<file path="config.mk">
export PLATFORM = sky130hd
export DESIGN_NAME = multdiv_seq
export DESIGN_NICKNAME = d
export VERILOG_FILES = /design/src/rtl/multdiv_pkg.sv /design/src/rtl/multdiv_seq.sv
export SDC_FILE = /design/constraint.sdc
export NUM_CORES = 1
export LEC_CHECK = 0
export CAP_MARGIN = 25
export CORE_ASPECT_RATIO = 2
export CORE_MARGIN = 5
export CORE_UTILIZATION = 30
export CTS_BUF_LIST = sky130_fd_sc_hd__clkbuf_16
export DETAILED_ROUTE_END_ITERATION = 8
export GPL_ROUTABILITY_DRIVEN = 0
export PLACE_DENSITY = 0.57
export SLEW_MARGIN = 20
export SYNTH_ARGS = -nofsm -noshare
export SYNTH_HDL_FRONTEND = slang
export SYNTH_SLANG_ARGS = --single-unit
</file>
<file path="constraint.sdc">
create_clock -name i_clk -period 4.8 [get_ports i_clk]
set_clock_uncertainty 0.15 [all_clocks]
set_input_delay 0.72 -clock i_clk [delete_from_list [all_inputs] [get_ports i_clk]]
set_output_delay 0.72 -clock i_clk [all_outputs]
set_load 0.03 [all_outputs]
</file>
<file path="src/rtl/multdiv_pkg.sv">
// Shared types and op encodings for the sequential MIPS MULT/DIV unit.
package multdiv_pkg;

  typedef enum logic [1:0] {
    IDLE = 2'd0,
    MULT = 2'd1,
    DIV  = 2'd2,
    FIX  = 2'd3
  } state_e;

  localparam logic [1:0] OP_MULT  = 2'b00;
  localparam logic [1:0] OP_DIV   = 2'b01;
  localparam logic [1:0] OP_MULTU = 2'b10;
  localparam logic [1:0] OP_DIVU  = 2'b11;

endpackage

</file>
<file path="src/rtl/multdiv_seq.sv">
// Multi-cycle MULT/DIV sequencer owning HI/LO; one result bit per cycle.
// Define MULTDIV_UNSIGNED_EN to honour op[1] (MULTU/DIVU); otherwise all ops are signed.
module multdiv_seq
  import multdiv_pkg::*;
#(
  parameter int unsigned WIDTH = 32
) (
  input  logic             i_clk,
  input  logic             i_rst_n,
  input  logic             i_start,
  input  logic [1:0]       i_op,
  input  logic [WIDTH-1:0] i_a,
  input  logic [WIDTH-1:0] i_b,
  output logic             o_busy,
  output logic             o_done,
  output logic             o_div_zero,
  output logic [WIDTH-1:0] o_hi,
  output logic [WIDTH-1:0] o_lo
);

  localparam int unsigned CW = (WIDTH > 1) ? $clog2(WIDTH) : 1;
  localparam logic [CW-1:0] CNT_LAST = CW'(WIDTH - 1);

  state_e               r_state, w_state_d;
  logic [CW-1:0]        r_cnt, w_cnt_d;
  logic [2*WIDTH-1:0]   r_acc, w_acc_d;
  logic [WIDTH-1:0]     r_opnd, w_opnd_d;
  logic                 r_is_div, w_is_div_d;
  logic                 r_neg_res, w_neg_res_d;
  logic                 r_neg_rem, w_neg_rem_d;
  logic                 r_dz_pend, w_dz_pend_d;
  logic                 r_busy, w_busy_d;
  logic                 r_done, w_done_d;
  logic                 r_div_zero, w_div_zero_d;
  logic [WIDTH-1:0]     r_hi, w_hi_d;
  logic [WIDTH-1:0]     r_lo, w_lo_d;

  logic                 w_signed;
  logic                 w_unused;
`ifdef MULTDIV_UNSIGNED_EN
  assign w_signed = ~i_op[1];
  assign w_unused = 1'b0;
`else
  assign w_signed = 1'b1;
  assign w_unused = i_op[1];
`endif

  logic                 w_neg_a, w_neg_b, w_b_zero;
  logic [WIDTH-1:0]     w_mag_a, w_mag_b;
  assign w_neg_a  = w_signed & i_a[WIDTH-1];
  assign w_neg_b  = w_signed & i_b[WIDTH-1];
  assign w_mag_a  = w_neg_a ? (~i_a + 1'b1) : i_a;
  assign w_mag_b  = w_neg_b ? (~i_b + 1'b1) : i_b;
  assign w_b_zero = (i_b == '0);

  // Multiply step: conditionally add multiplicand into the upper half, then shift right.
  logic [WIDTH:0]       w_msum;
  logic [2*WIDTH-1:0]   w_mult_next;
  assign w_msum      = {1'b0, r_acc[2*WIDTH-1:WIDTH]} + (r_acc[0] ? {1'b0, r_opnd} : '0);
  assign w_mult_next = {w_msum, r_acc[WIDTH-1:1]};

  // Restoring divide step: {rem, quot} shifts left, quotient bit enters at the bottom.
  logic [WIDTH:0]       w_rsh, w_diff;
  logic [2*WIDTH-1:0]   w_div_next;
  assign w_rsh      = r_acc[2*WIDTH-1:WIDTH-1];
  assign w_diff     = w_rsh - {1'b0, r_opnd};
  assign w_div_next = w_diff[WIDTH] ? {w_rsh[WIDTH-1:0], r_acc[WIDTH-2:0], 1'b0}
                                    : {w_diff[WIDTH-1:0], r_acc[WIDTH-2:0], 1'b1};

  logic [2*WIDTH-1:0]   w_prod;
  logic [WIDTH-1:0]     w_quot, w_rem;
  assign w_prod = r_neg_res ? (~r_acc + 1'b1) : r_acc;
  assign w_quot = r_neg_res ? (~r_acc[WIDTH-1:0] + 1'b1) : r_acc[WIDTH-1:0];
  assign w_rem  = r_neg_rem ? (~r_acc[2*WIDTH-1:WIDTH] + 1'b1) : r_acc[2*WIDTH-1:WIDTH];

  always_comb begin
    w_state_d    = r_state;
    w_cnt_d      = r_cnt;
    w_acc_d      = r_acc;
    w_opnd_d     = r_opnd;
    w_is_div_d   = r_is_div;
    w_neg_res_d  = r_neg_res;
    w_neg_rem_d  = r_neg_rem;
    w_dz_pend_d  = r_dz_pend;
    w_busy_d     = r_busy;
    w_done_d     = 1'b0;
    w_div_zero_d = r_div_zero;
    w_hi_d       = r_hi;
    w_lo_d       = r_lo;
    unique case (r_state)
      IDLE: begin
        if (i_start) begin
          w_busy_d     = 1'b1;
          w_div_zero_d = 1'b0;
          w_cnt_d      = '0;
          w_is_div_d   = i_op[0];
          w_neg_res_d  = w_neg_a ^ w_neg_b;
          w_neg_rem_d  = w_neg_a;
          w_dz_pend_d  = i_op[0] & w_b_zero;
          w_opnd_d     = i_op[0] ? w_mag_b : w_mag_a;
          w_acc_d      = i_op[0] ? {{WIDTH{1'b0}}, w_mag_a} : {{WIDTH{1'b0}}, w_mag_b};
          if (i_op[0] && w_b_zero) w_state_d = FIX;
          else if (i_op[0])        w_state_d = DIV;
          else                     w_state_d = MULT;
        end
      end
      MULT, DIV: begin
        w_acc_d = (r_state == MULT) ? w_mult_next : w_div_next;
        if (r_cnt == CNT_LAST) begin
          w_cnt_d   = '0;
          w_state_d = FIX;
        end else begin
          w_cnt_d = r_cnt + 1'b1;
        end
      end
      FIX: begin
        if (r_dz_pend) begin
          w_div_zero_d = 1'b1;
        end else if (r_is_div) begin
          w_hi_d = w_rem;
          w_lo_d = w_quot;
        end else begin
          w_hi_d = w_prod[2*WIDTH-1:WIDTH];
          w_lo_d = w_prod[WIDTH-1:0];
        end
        w_dz_pend_d = 1'b0;
        w_busy_d    = 1'b0;
        w_done_d    = 1'b1;
        w_state_d   = IDLE;
      end
      default: w_state_d = IDLE;
    endcase
  end

  always_ff @(posedge i_clk or negedge i_rst_n) begin
    if (!i_rst_n) begin
      r_state    <= IDLE;
      r_cnt      <= '0;
      r_acc      <= '0;
      r_opnd     <= '0;
      r_is_div   <= 1'b0;
      r_neg_res  <= 1'b0;
      r_neg_rem  <= 1'b0;
      r_dz_pend  <= 1'b0;
      r_busy     <= 1'b0;
      r_done     <= 1'b0;
      r_div_zero <= 1'b0;
      r_hi       <= '0;
      r_lo       <= '0;
    end else begin
      r_state    <= w_state_d;
      r_cnt      <= w_cnt_d;
      r_acc      <= w_acc_d;
      r_opnd     <= w_opnd_d;
      r_is_div   <= w_is_div_d;
      r_neg_res  <= w_neg_res_d;
      r_neg_rem  <= w_neg_rem_d;
      r_dz_pend  <= w_dz_pend_d;
      r_busy     <= w_busy_d;
      r_done     <= w_done_d;
      r_div_zero <= w_div_zero_d;
      r_hi       <= w_hi_d;
      r_lo       <= w_lo_d;
    end
  end

  assign o_busy     = r_busy;
  assign o_done     = r_done;
  assign o_div_zero = r_div_zero;
  assign o_hi       = r_hi;
  assign o_lo       = r_lo;

endmodule

</file>
==> run_results.csv, run 1 <==
group,metric,value,unit
status,outcome,"finished clean",
worst_setup_path,worstPathRequired,4910,ps
place,place.detailed.instances,2536,
worst_setup_path,timing.critical_path.mode_cell,"a21o_1",
clock_network,insertion_delay,450,ps
finish,final_cell_count_no_fill,2567,
route,detailedRoute.firstPassIterationCount,7,
finish,area_overhead_vs_synth,18.0,%
route,drt_drc_violations_left,0,
worst_setup_path,worst_r2r_startpoint,"r_acc[54]$_DFFE_PN0P_",
synth,synth_fp_nets,1981,
synth,synth_top_family_by_area,"compound AO/OA/AOI/OAI gates",
floorplanning,die-area,52900,sq um
worst_hold_path,hp-class,"input port to async pin",
synth,ys_seq_elements,174,
route,drt_first_iter_violations,895,
worst_setup_path,critical_path_class,"flop to flop",
timing,min_period,4000,ps
worst_setup_path,worst-r2r-setup-slack,800,ps
grt,globalRoute.totalOverflow,0,
worst_setup_path,startpoint_type,"flop",
route,routed_wire_length,51700,um
worst_setup_path,cpMaxStageDelayCell,"dfrtp_1",
grt,pin_count_of_the_biggest_net_entering_global_routing,90,
synth,syn_inst,1837,
clock_network,clock_pin_slew_on_the_worst_setup_and_hold_paths,70,ps
synth,synth_xor_area_share,10.6,%
worst_setup_path,capturing_element_type_of_the_critical_path,"flop",
clock_network,cts.sink_count,174,
timing,max_slew_margin,40.8,%
worst_setup_path,cpLargestDelayFamily,"compound AO/OA/AOI/OAI gates",
timing,timing.setup.tns,0,ps
finish,num_antenna_cells,0,
clock_network,post_cts_buffers,0,
grt,total_routing_usage_reported_by_global_routing,19.5,%
synth,post_synth_num_cell_types,75,
timing,fmaxAchievable,0.250,GHz
clock_network,clock_path_buffers,2,
timing,fin_worst_hold_slack,145,ps
floorplanning,die-height,320,um
route,avgViaCountPerCell,5.39,
worst_setup_path,worst-path-max-fanout,23,
pwr,ir_worst_vdd,0.000368,V
clock_network,cts-buffers-inserted,17,
pwr,power-per-cell-area,814,nW/um^2
synth,post_synth_adder_cell_area,6.60,%
grt,antenna_violations_before_repair,0,
worst_setup_path,path_cells,"ha_1 -> a21o_1 -> a21oi_1 -> nor2_1 -> o41a_1 -> or4b_1 -> a21o_1 -> nand3_1 -> buf_4 -> mux2i_1 -> o221ai_1",
synth,synth_top_flop_cell,"dfrtp_1",
synth,mapped_cell_area,14400,sq um
grt,first_global_vias,13807,
floorplanning,chipWidth,165,um
timing,fin_crit_sh,83.3,%
grt,grt_pass1_wl,79100,um
timing,rsz0062_at_grt,"false",
floorplanning,floorplan.core_area,47600,sq um
floorplanning,std_cell_rows,113,
synth,ys_async_sr_fraction,100,%
route,drt-wirelength-per-cell,20.1,um
clock_network,cts.repair.resized,0,
timing,slew_worst_pin,888,ps
pwr,finalPower,13900,uW
synth,post_synth_mux_area_share,4.72,%
finish,drive_above_1_share,5.74,%
flow_run,max_cap_viol_count,0,
clock_network,htree_levels,4,
synth,synth-simple-area-share,19.1,%
synth,synth.avg_cell_area,7.87,sq um
worst_setup_path,critPathArrivalTime,4110,ps
route,vias,13831,
synth,yosys_warnings,0,
place,dp.final_hpwl,42000,um
timing,timing.final.hold_violations,0,
worst_setup_path,path_depth,11,
finish,nets,2067,
place,place.port_buffers,134,
pwr,power_leakage,0.00707,uW
synth,share_of_the_synthesized_area_in_compound_gates_ao_oa_aoi_oai,24.4,%
finish,num-fill-cells,4976,
timing,setup_violation_total_in_the_final_timing_report,0,
worst_setup_path,r2r_cells,11,
synth,synth.yosys.seq_area_share,30.1,%
clock_network,cts_hold_repair.buffers,0,
floorplanning,initial_utilization,30.3,%
worst_setup_path,critical_path_buf_inv_count,1,
clock_network,clock_tree_from_tritoncts,"done",
synth,synth_edf_count,0,
timing,final_max_slew_viol_count,0,
floorplanning,number_of_top_level_pins,136,
worst_setup_path,critical-path-max-stage-delay,670,ps
worst_setup_path,crit-reg2reg-capture,"r_acc[38]$_DFFE_PN0P_",
clock_network,cts_root_buffer,"clkbuf_16",
route,antenna_violating_nets_post_route,0,
-- logic make-up (layout without fill, tap and decap cells) --
group / Yosys count / count (layout)
simple gates: 603 / 603
flops: 174 / 174
mux: 66 / 66
fa+ha+maj: 75 / 75
compound gates: 579 / 579
xor+xnor: 175 / 175
buf+inv: 165 / 263
-- per-layer routing --
| metal | global-route usage, % | routed length (um) | vias to the layer above |
|---|---|---|---|
| li1 | - | - | 6752 |
| met1 | 18.0 | 17000 | 6563 |
| met2 | 37.3 | 28500 | 376 |
| met3 | 2.06 | 1490 | 140 |
| met4 | 15.3 | 4680 | 0 |
| met5 | 0 | 0 | - |
-- report_power, final --
part	internal [uW]	total (uW)	switching (uW)	leakage, uW
clock	721	1370	644	0.000276
combinational	3660	9450	5780	0.00464
sequential	2170	3060	885	0.00214
total	6550	13900	7310	0.00707
-- per-stage QoR --
step | setup slack (ps) | util [%] | cell area [sq um]
2_1_floorplan | 1430 | - | 14400
3_3_place_gp | 593 | 34.6 | 16500
3_5_place_dp | 581 | 34.6 | 16500
4_1_cts | 835 | 35.8 | 17000
5_1_grt | 596 | 35.8 | 17000
6_report | 802 | 35.8 | 17000
-- worst reg2reg max path, stage by stage, from the launching register on --
cell and delay [ps]:
dfrtp_1 670, ha_1 390, a21o_1 230, a21oi_1 150, nor2_1 70, o41a_1 350
or4b_1 610, a21o_1 210, nand3_1 100, buf_4 410, mux2i_1 270, o221ai_1 220
-- synthesized netlist by cell type (3+ instances only) --
| cell type | instances | area [sq um] |
|---|---|---|
| or4_1 | 13 | 97.6 |
| or3_1 | 18 | 113 |
| nor2b_1 | 11 | 68.8 |
| and2_1 | 7 | 43.8 |
| buf_1 | 7 | 26.3 |
| a211oi_1 | 25 | 188 |
| nor4_1 | 11 | 68.8 |
| a31oi_1 | 11 | 68.8 |
| ha_1 | 73 | 913 |
| nor3_1 | 38 | 190 |
| nand4b_1 | 5 | 43.8 |
| o211ai_1 | 17 | 128 |
| and3_1 | 6 | 37.5 |
| a21boi_0 | 5 | 37.5 |
| o41ai_1 | 12 | 105 |
| nor2_1 | 169 | 634 |
| a21oi_1 | 158 | 791 |
| nand3_1 | 43 | 215 |
| o221ai_1 | 21 | 184 |
| inv_1 | 59 | 221 |
| o21ai_1 | 4 | 20.0 |
| o22ai_1 | 5 | 31.3 |
| nand2_1 | 233 | 875 |
| mux2_2 | 17 | 191 |
| nand2b_1 | 17 | 106 |
| or2_2 | 5 | 31.3 |
| o21a_1 | 9 | 67.6 |
| o21bai_1 | 10 | 75.1 |
| mux2i_1 | 49 | 490 |
| xnor2_1 | 82 | 718 |
| a21o_1 | 32 | 240 |
| dfrtp_1 | 174 | 4350 |
| buf_4 | 3 | 22.5 |
| nand4_1 | 10 | 62.6 |
| clkbuf_1 | 93 | 349 |
| a2bb2oi_1 | 3 | 26.3 |
| a22o_1 | 5 | 43.8 |
| or3_4 | 3 | 33.8 |
| o21ai_0 | 209 | 1050 |
| o31ai_1 | 28 | 210 |
| xor2_1 | 93 | 815 |
-- how the worst max path moves through the flow --
stage                                from                    end  slack [ps]
floorplan           r_acc[54]$_DFFE_PN0P_  r_acc[51]$_DFFE_PN0P_        1430
global placement                  i_a[15]  r_acc[30]$_DFFE_PN0P_         590
global route        r_acc[54]$_DFFE_PN0P_  r_acc[36]$_DFFE_PN0P_         600
detailed placement                i_a[15]  r_acc[30]$_DFFE_PN0P_         580
CTS                 r_acc[54]$_DFFE_PN0P_  r_acc[37]$_DFFE_PN0P_         830
finish              r_acc[54]$_DFFE_PN0P_  r_acc[38]$_DFFE_PN0P_         800
-- registers in the layout, summed over array words and instances (netlist names) --
name	flops
o_busy	1
o_div_zero	1
o_done	1
o_hi	32
o_lo	32
r_acc	64
r_cnt	5
r_dz_pend	1
r_is_div	1
r_neg_rem	1
r_neg_res	1
r_opnd	32
r_state	2
-- area by class of cell --
type / instances / area, sq um / area share, %
Clock buffer: 17 / 425 / 2.50
Multi-Input combinational cell: 1498 / 9480 / 55.6
Timing Repair Buffer: 172 / 1640 / 9.59
Inverter: 60 / 225 / 1.32
Tap cell: 632 / 791 / 4.64
Sequential cell: 174 / 4350 / 25.5
Clock inverter: 14 / 130 / 0.763
-- layout by cell type, fill, tap and decap left out, types with 7 or more instances in the layout --
cell type | netlist | routed
a211oi_1 | 25 | 25
a21o_1 | 32 | 32
a21oi_1 | 158 | 158
a31oi_1 | 11 | 11
and2_1 | 7 | 7
buf_4 | 3 | 37
clkbuf_16 | 0 | 17
clkdlybuf4s50_1 | 0 | 132
dfrtp_1 | 174 | 174
ha_1 | 73 | 72
inv_1 | 59 | 61
mux2_2 | 17 | 17
mux2i_1 | 49 | 49
nand2_1 | 233 | 232
nand2b_1 | 17 | 17
nand3_1 | 43 | 43
nand4_1 | 10 | 10
nor2_1 | 169 | 169
nor2b_1 | 11 | 11
nor3_1 | 38 | 38
nor4_1 | 11 | 11
o211ai_1 | 17 | 17
o21a_1 | 9 | 9
o21ai_0 | 209 | 209
o21bai_1 | 10 | 10
o221ai_1 | 21 | 21
o31ai_1 | 28 | 28
o41ai_1 | 12 | 12
or3_1 | 18 | 18
or4_1 | 13 | 13
xnor2_1 | 82 | 82
xor2_1 | 93 | 93
Power figures use the tool's default switching activity.
==> run 2: changes to the inputs <==
Settings changed: PLACE_DENSITY 0.57 to 0.59.
Clock period 4.8 ns to 3.3 ns, I/O delays scaled along.
==> run 2 against run 1 <==
Utilization grew 6.6 points. Flip-flop and latch count is the same. Sequential share of layout area shrank 4.0 points. Cell area up 18%. Die area unchanged. First-iteration DRC count grew 37%. Non-clock buffer count up 308. Cell count is 12% higher. The flow now finishes with violations (negative setup slack). Register-to-register slack got worse by 810 ps. Count of clock-buffer cells in the layout did not move. Clock power rose by 55%. Total power grew 75%.
==> run_results.csv, run 2 (synthesized netlist as in run 1, its figures left out) <==
group,metric,value,unit
clock_network,clock_tree_from_tritoncts,"done",
grt,globalRoute.totalOverflow,0,
grt,total_routing_usage_reported_by_global_routing,22.1,%
floorplanning,chipWidth,165,um
finish,num_antenna_cells,0,
route,antenna_violating_nets_post_route,0,
finish,nets,2375,
finish,final_cell_count_no_fill,2875,
pwr,power_leakage,0.00876,uW
route,detailedRoute.firstPassIterationCount,6,
timing,rsz0062_at_grt,"true",
clock_network,clock_pin_slew_on_the_worst_setup_and_hold_paths,80,ps
grt,gr-max-usage-layer,"met2",
clock_network,htree_levels,4,
clock_network,cts-buffers-inserted,17,
floorplanning,die-height,320,um
floorplanning,die-area,52900,sq um
finish,area_overhead_vs_synth,39.7,%
timing,slew_worst_pin,1120,ps
floorplanning,std_cell_rows,113,
finish,layout.cells.most_common,"buf_4",
place,place.port_buffers,134,
timing,timing.final.hold_violations,0,
timing,min_period,3310,ps
clock_network,cts_root_buffer,"clkbuf_16",
grt,use_met2,42.2,%
grt,antenna_violations_before_repair,0,
timing,max_slew_margin,25.6,%
route,drt-wirelength-per-cell,21.0,um
route,drt_first_iter_violations,1225,
finish,postLayoutCoreUtil,42.4,%
finish,largest_reg_flops,64,
clock_network,insertion_delay,470,ps
finish,layout_common_cells,"buf_4 (330), nand2_1 (228), o21ai_0 (197)",
worst_setup_path,worstPathRequired,3450,ps
flow_run,max_cap_viol_count,0,
grt,grt_pass1_wl,88200,um
timing,setup_violation_total_in_the_final_timing_report,4,
status,violations,"negative setup slack",
clock_network,clock_path_buffers,2,
worst_setup_path,capturing_element_type_of_the_critical_path,"flop",
worst_setup_path,critical_path_class,"flop to flop",
grt,first_global_vias,15681,
worst_setup_path,worst-path-max-fanout,10,
place,place.detailed.instances,2811,
grt,groute.layer.met1.usage,18.8,%
timing,fin_crit_sh,100,%
floorplanning,number_of_top_level_pins,136,
place,place_area,18600,sq um
clock_network,cts.sink_count,174,
floorplanning,floorplan.core_area,47600,sq um
worst_hold_path,hp-class,"flop to flop",
finish,drive_above_1_share,23.5,%
pwr,power-per-cell-area,1200,nW/um^2
route,drt_drc_violations_left,0,
worst_setup_path,startpoint_type,"flop",
route,vias,15500,
status,outcome,"complete, but fails checks",
worst_setup_path,critPathArrivalTime,3460,ps
timing,fmaxAchievable,0.302,GHz
finish,num-fill-cells,4736,
route,routed_wire_length,60500,um
pwr,finalPower,24300,uW
finish,final_area,20200,sq um
finish,regMostFlops,"r_acc",
route,avgViaCountPerCell,5.39,
grt,global_route.usage.met3,2.58,%
timing,finalWorstSetupSlack,-8.74,ps
timing,final_max_slew_viol_count,0,
place,dp.final_hpwl,48300,um
floorplanning,initial_utilization,30.3,%
pwr,ir_worst_vdd,0.000809,V
grt,pin_count_of_the_biggest_net_entering_global_routing,77,
[run 2: what timing repair did]
item / in CTS / in global routing
pin swaps: 11 / 60
hold endpoints to repair: 51 / 0
endpoints found under the setup margin: 33 / 63
gates cloned: 0 / 3
hold buffers: 1 / 0
resized for setup: 40 / 114
setup buffers: 8 / 22
[run 2: path summary, 6_finish.rpt]
path | from | end | slack [ps] | cells after the start
max | r_acc[44]$_DFFE_PN0P_ | r_acc[47]$_DFFE_PN0P_ | -9 | 12
min | o_hi[20]$_DFFE_PN0P_ | o_hi[20]$_DFFE_PN0P_ | 330 | 2
max reg2reg | r_acc[44]$_DFFE_PN0P_ | r_acc[47]$_DFFE_PN0P_ | -9 | 12
min reg2reg | o_hi[20]$_DFFE_PN0P_ | o_hi[20]$_DFFE_PN0P_ | 330 | 2
max in group asynchronous | i_rst_n | r_acc[49]$_DFFE_PN0P_ | 1690 | 3
min in group asynchronous | i_rst_n | o_lo[17]$_DFFE_PN0P_ | 410 | 2
[run 2: report_power, final]
group	switching (uW)	internal [uW]	leakage [uW]	total, uW
registers	799	3170	0.00214	3970
clock network	1040	1080	0.000293	2120
logic	10400	7800	0.00632	18200
total	12200	12000	0.00876	24300
[run 2: cell type report]
type	instances	area (sq um)	area share (%)
clock buffer	17	425	2.11
multi-input combinational	1498	10100	50.1
inverter	60	228	1.13
clock inverter	14	170	0.843
timing repair buffer	480	4110	20.4
tap	632	791	3.92
sequential	174	4350	21.6
[run 2: critical path, cell delays in order (launching register included)]
cell       delay [ps]
dfrtp_1           450
ha_4              280
nand4_1           130
o211ai_1          130
a211oi_2          210
buf_4             150
a21oi_4            80
or4b_4            580
a21o_1            230
nand3_4           170
clkbuf_16         230
mux2i_1           220
o221ai_1          130
[run 2: metrics by stage]
stage	setup slack, ps	hold WS, ps	setup TNS, ps
after floorplan	16.3	49.4	0
after global placement	-434	312	-13080
after detailed placement	-491	321	-16170
after CTS	-3.90	338	-3.90
after global routing	-173	369	-4250
final	-8.74	333	-19.7
[run 2: routing by layer]
metal / share of wire (%) / wire [um] / vias to the layer above
li1: - / - / 7363
met1: 31 / 18500 / 7306
met2: 55 / 33200 / 573
met3: 3.4 / 2030 / 258
met4: 11 / 6750 / 0
met5: 0 / 0 / -
==> run 3: changes to the inputs <==
Settings changed: PLACE_DENSITY 0.59 to 0.5.
==> run 3 against run 2 <==
The run now ends clean. Cell area rose by 0.17%. Via count fell by 1.5%. Total power decreased by 0.46%. Highest routed layer unchanged.
==> run_results.csv, run 3 (synthesized netlist as in run 1, its figures left out) <==
group,metric,value,unit
worst_setup_path,critical_path_buf_inv_count,2,
timing,timing.final.hold_violations,0,
worst_setup_path,critPathArrivalTime,3520,ps
grt,pin_count_of_the_biggest_net_entering_global_routing,72,
place,dp.final_hpwl,48900,um
worst_setup_path,cpLargestDelayFamily,"compound AO/OA/AOI/OAI gates",
finish,regMostFlops,"r_acc",
worst_hold_path,hp-class,"flop to flop",
floorplanning,die-area,52900,sq um
timing,slew_worst_pin,923,ps
pwr,power-per-cell-area,1190,nW/um^2
route,drt_first_iter_violations,903,
finish,final_area,20200,sq um
route,antenna_violating_nets_post_route,0,
floorplanning,die-height,320,um
route,routed_wire_length,60300,um
worst_setup_path,critical-path-max-stage-delay,520,ps
worst_setup_path,worst-path-max-fanout,5,
route,avgViaCountPerCell,5.28,
worst_setup_path,path_depth,12,
pwr,finalPower,24100,uW
worst_setup_path,capturing_element_type_of_the_critical_path,"flop",
floorplanning,number_of_top_level_pins,136,
timing,fin_crit_sh,99.6,%
grt,grt_pass1_wl,89600,um
clock_network,clock_pin_slew_on_the_worst_setup_and_hold_paths,80,ps
place,place.port_buffers,134,
route,drt-wirelength-per-cell,20.9,um
pwr,ir_worst_vdd,0.000521,V
floorplanning,std_cell_rows,113,
route,drt_drc_violations_left,0,
worst_setup_path,worstPathRequired,3530,ps
worst_setup_path,timing.critical_path.mode_cell,"a21o_1",
timing,final_max_slew_viol_count,0,
place,place_area,18800,sq um
status,outcome,"finished clean",
worst_setup_path,path_cells,"ha_4 -> a21o_1 -> a21oi_1 -> nor2_1 -> o41a_1 -> or4b_4 -> a21o_1 -> nand3_2 -> buf_6 -> buf_12 -> mux2_2 -> o221ai_1",
clock_network,cts_root_buffer,"clkbuf_16",
clock_network,insertion_delay,470,ps
timing,setup_violation_total_in_the_final_timing_report,0,
grt,antenna_violations_before_repair,0,
timing,fmaxAchievable,0.304,GHz
clock_network,cts-buffers-inserted,17,
grt,total_routing_usage_reported_by_global_routing,22.4,%
worst_setup_path,critical_path_class,"flop to flop",
route,detailedRoute.firstPassIterationCount,5,
pwr,power.switching_fraction,49.3,%
pwr,clkPwrFrac,9.2,%
finish,layout_common_cells,"buf_4 (340), nand2_1 (229), o21ai_0 (200)",
clock_network,htree_levels,4,
worst_hold_path,min_path_cells,2,
floorplanning,chipWidth,165,um
finish,largest_reg_flops,64,
pwr,p_sw,11900,uW
pwr,cellInternalPower,12200,uW
floorplanning,floorplan.core_area,47600,sq um
worst_setup_path,r2r_cells,12,
timing,rsz0062_at_grt,"true",
grt,globalRoute.totalOverflow,0,
worst_setup_path,startpoint_type,"flop",
finish,area_overhead_vs_synth,40.0,%
finish,num_antenna_cells,0,
finish,nets,2392,
timing,min_period,3290,ps
clock_network,clock_tree_from_tritoncts,"done",
pwr,combPwrFrac,74.4,%
floorplanning,initial_utilization,30.3,%
pwr,seq_power_share,16.4,%
finish,layout.cells.most_common,"buf_4",
flow_run,max_cap_viol_count,0,
timing,max_slew_margin,38.4,%
route,vias,15261,
finish,drive_above_1_share,22.7,%
grt,first_global_vias,15455,
pwr,power_leakage,0.00884,uW
clock_network,clock_path_buffers,2,
clock_network,cts.sink_count,174,
worst_setup_path,cpMaxStageDelayCell,"or4b_4",
run 3: cell types whose count changed in the layout (fill, tap and decap cells not counted), moves of 4 or more:
cell | before | now
buf_6 | 3 | 8
a21oi_2 | 13 | 9
a21oi_1 | 141 | 147
inv_2 | 11 | 5
ha_1 | 57 | 61
buf_4 | 330 | 340
inv_1 | 48 | 55
run 3: power by group through the flow:
stage / Clock (uW) / Combinational [uW] / Sequential, uW
final: 2210 / 18000 / 3960
after CTS: 2260 / 17200 / 3930
after detailed placement: 0 / 16800 / 3960
after global placement: 0 / 16600 / 3930
after global routing: 2340 / 19400 / 4050
after floorplan: 0 / 8940 / 4650
run 3: layout make-up:
class                   instances  area (sq um)
clock inverters                14           180
fillers                      4880         27400
well taps                     632           791
clock buffers                  17           425
flip-flops and latches        174          4360
inverters                      60           228
multi-input cells            1498          9970
repair buffers                497          4280
run 3: path summary, 6_finish.rpt:
kind	endpoint	from	slack [ps]
min	o_hi[17]$_DFFE_PN0P_	o_hi[17]$_DFFE_PN0P_	330
min in group asynchronous	o_lo[9]$_DFFE_PN0P_	i_rst_n	400
max	r_acc[32]$_DFFE_PN0P_	r_acc[54]$_DFFE_PN0P_	10
max in group asynchronous	o_div_zero$_DFFE_PN0P_	i_rst_n	1750
max reg2reg	r_acc[32]$_DFFE_PN0P_	r_acc[54]$_DFFE_PN0P_	10
min reg2reg	o_hi[17]$_DFFE_PN0P_	o_hi[17]$_DFFE_PN0P_	330
run 3: timing repair:
action / in CTS / in global routing
gates resized for setup: 40 / 92
endpoints found under the setup margin: 43 / 58
endpoints found under the hold margin: 63 / 0
setup buffers: 4 / 22
pin swaps: 8 / 45
gates cloned: 1 / 2
hold buffers: 1 / 0
run 3: worst min-delay path, delay by kind of cell (launching register included):
family / cells / cell delay [ps]
simple gates: 1 / 50
compound gates: 1 / 60
flops: 1 / 350
run 3: routing by layer:
layer / vias to the layer above / track usage (%) / share of wire (%)
met5: - / 0 / 0
met4: 0 / 17.9 / 10
met3: 181 / 1.93 / 2.6
met2: 406 / 43.6 / 56
met1: 7279 / 20.3 / 32
li1: 7395 / - / -
run 3: stage by stage:
stage | std cells | setup slack, ps | util, % | hold WS [ps] | setup TNS, ps
2_1_floorplan | 1837 | 16.3 | - | 49.4 | 0
3_3_place_gp | 2831 | -681 | 39.4 | 315 | -12020
3_5_place_dp | 2831 | -659 | 39.4 | 322 | -14350
4_1_cts | 2868 | -116 | 41.2 | 339 | -1150
5_1_grt | 2892 | -112 | 42.4 | 358 | -814
6_report | 2892 | 13.4 | 42.4 | 331 | 0
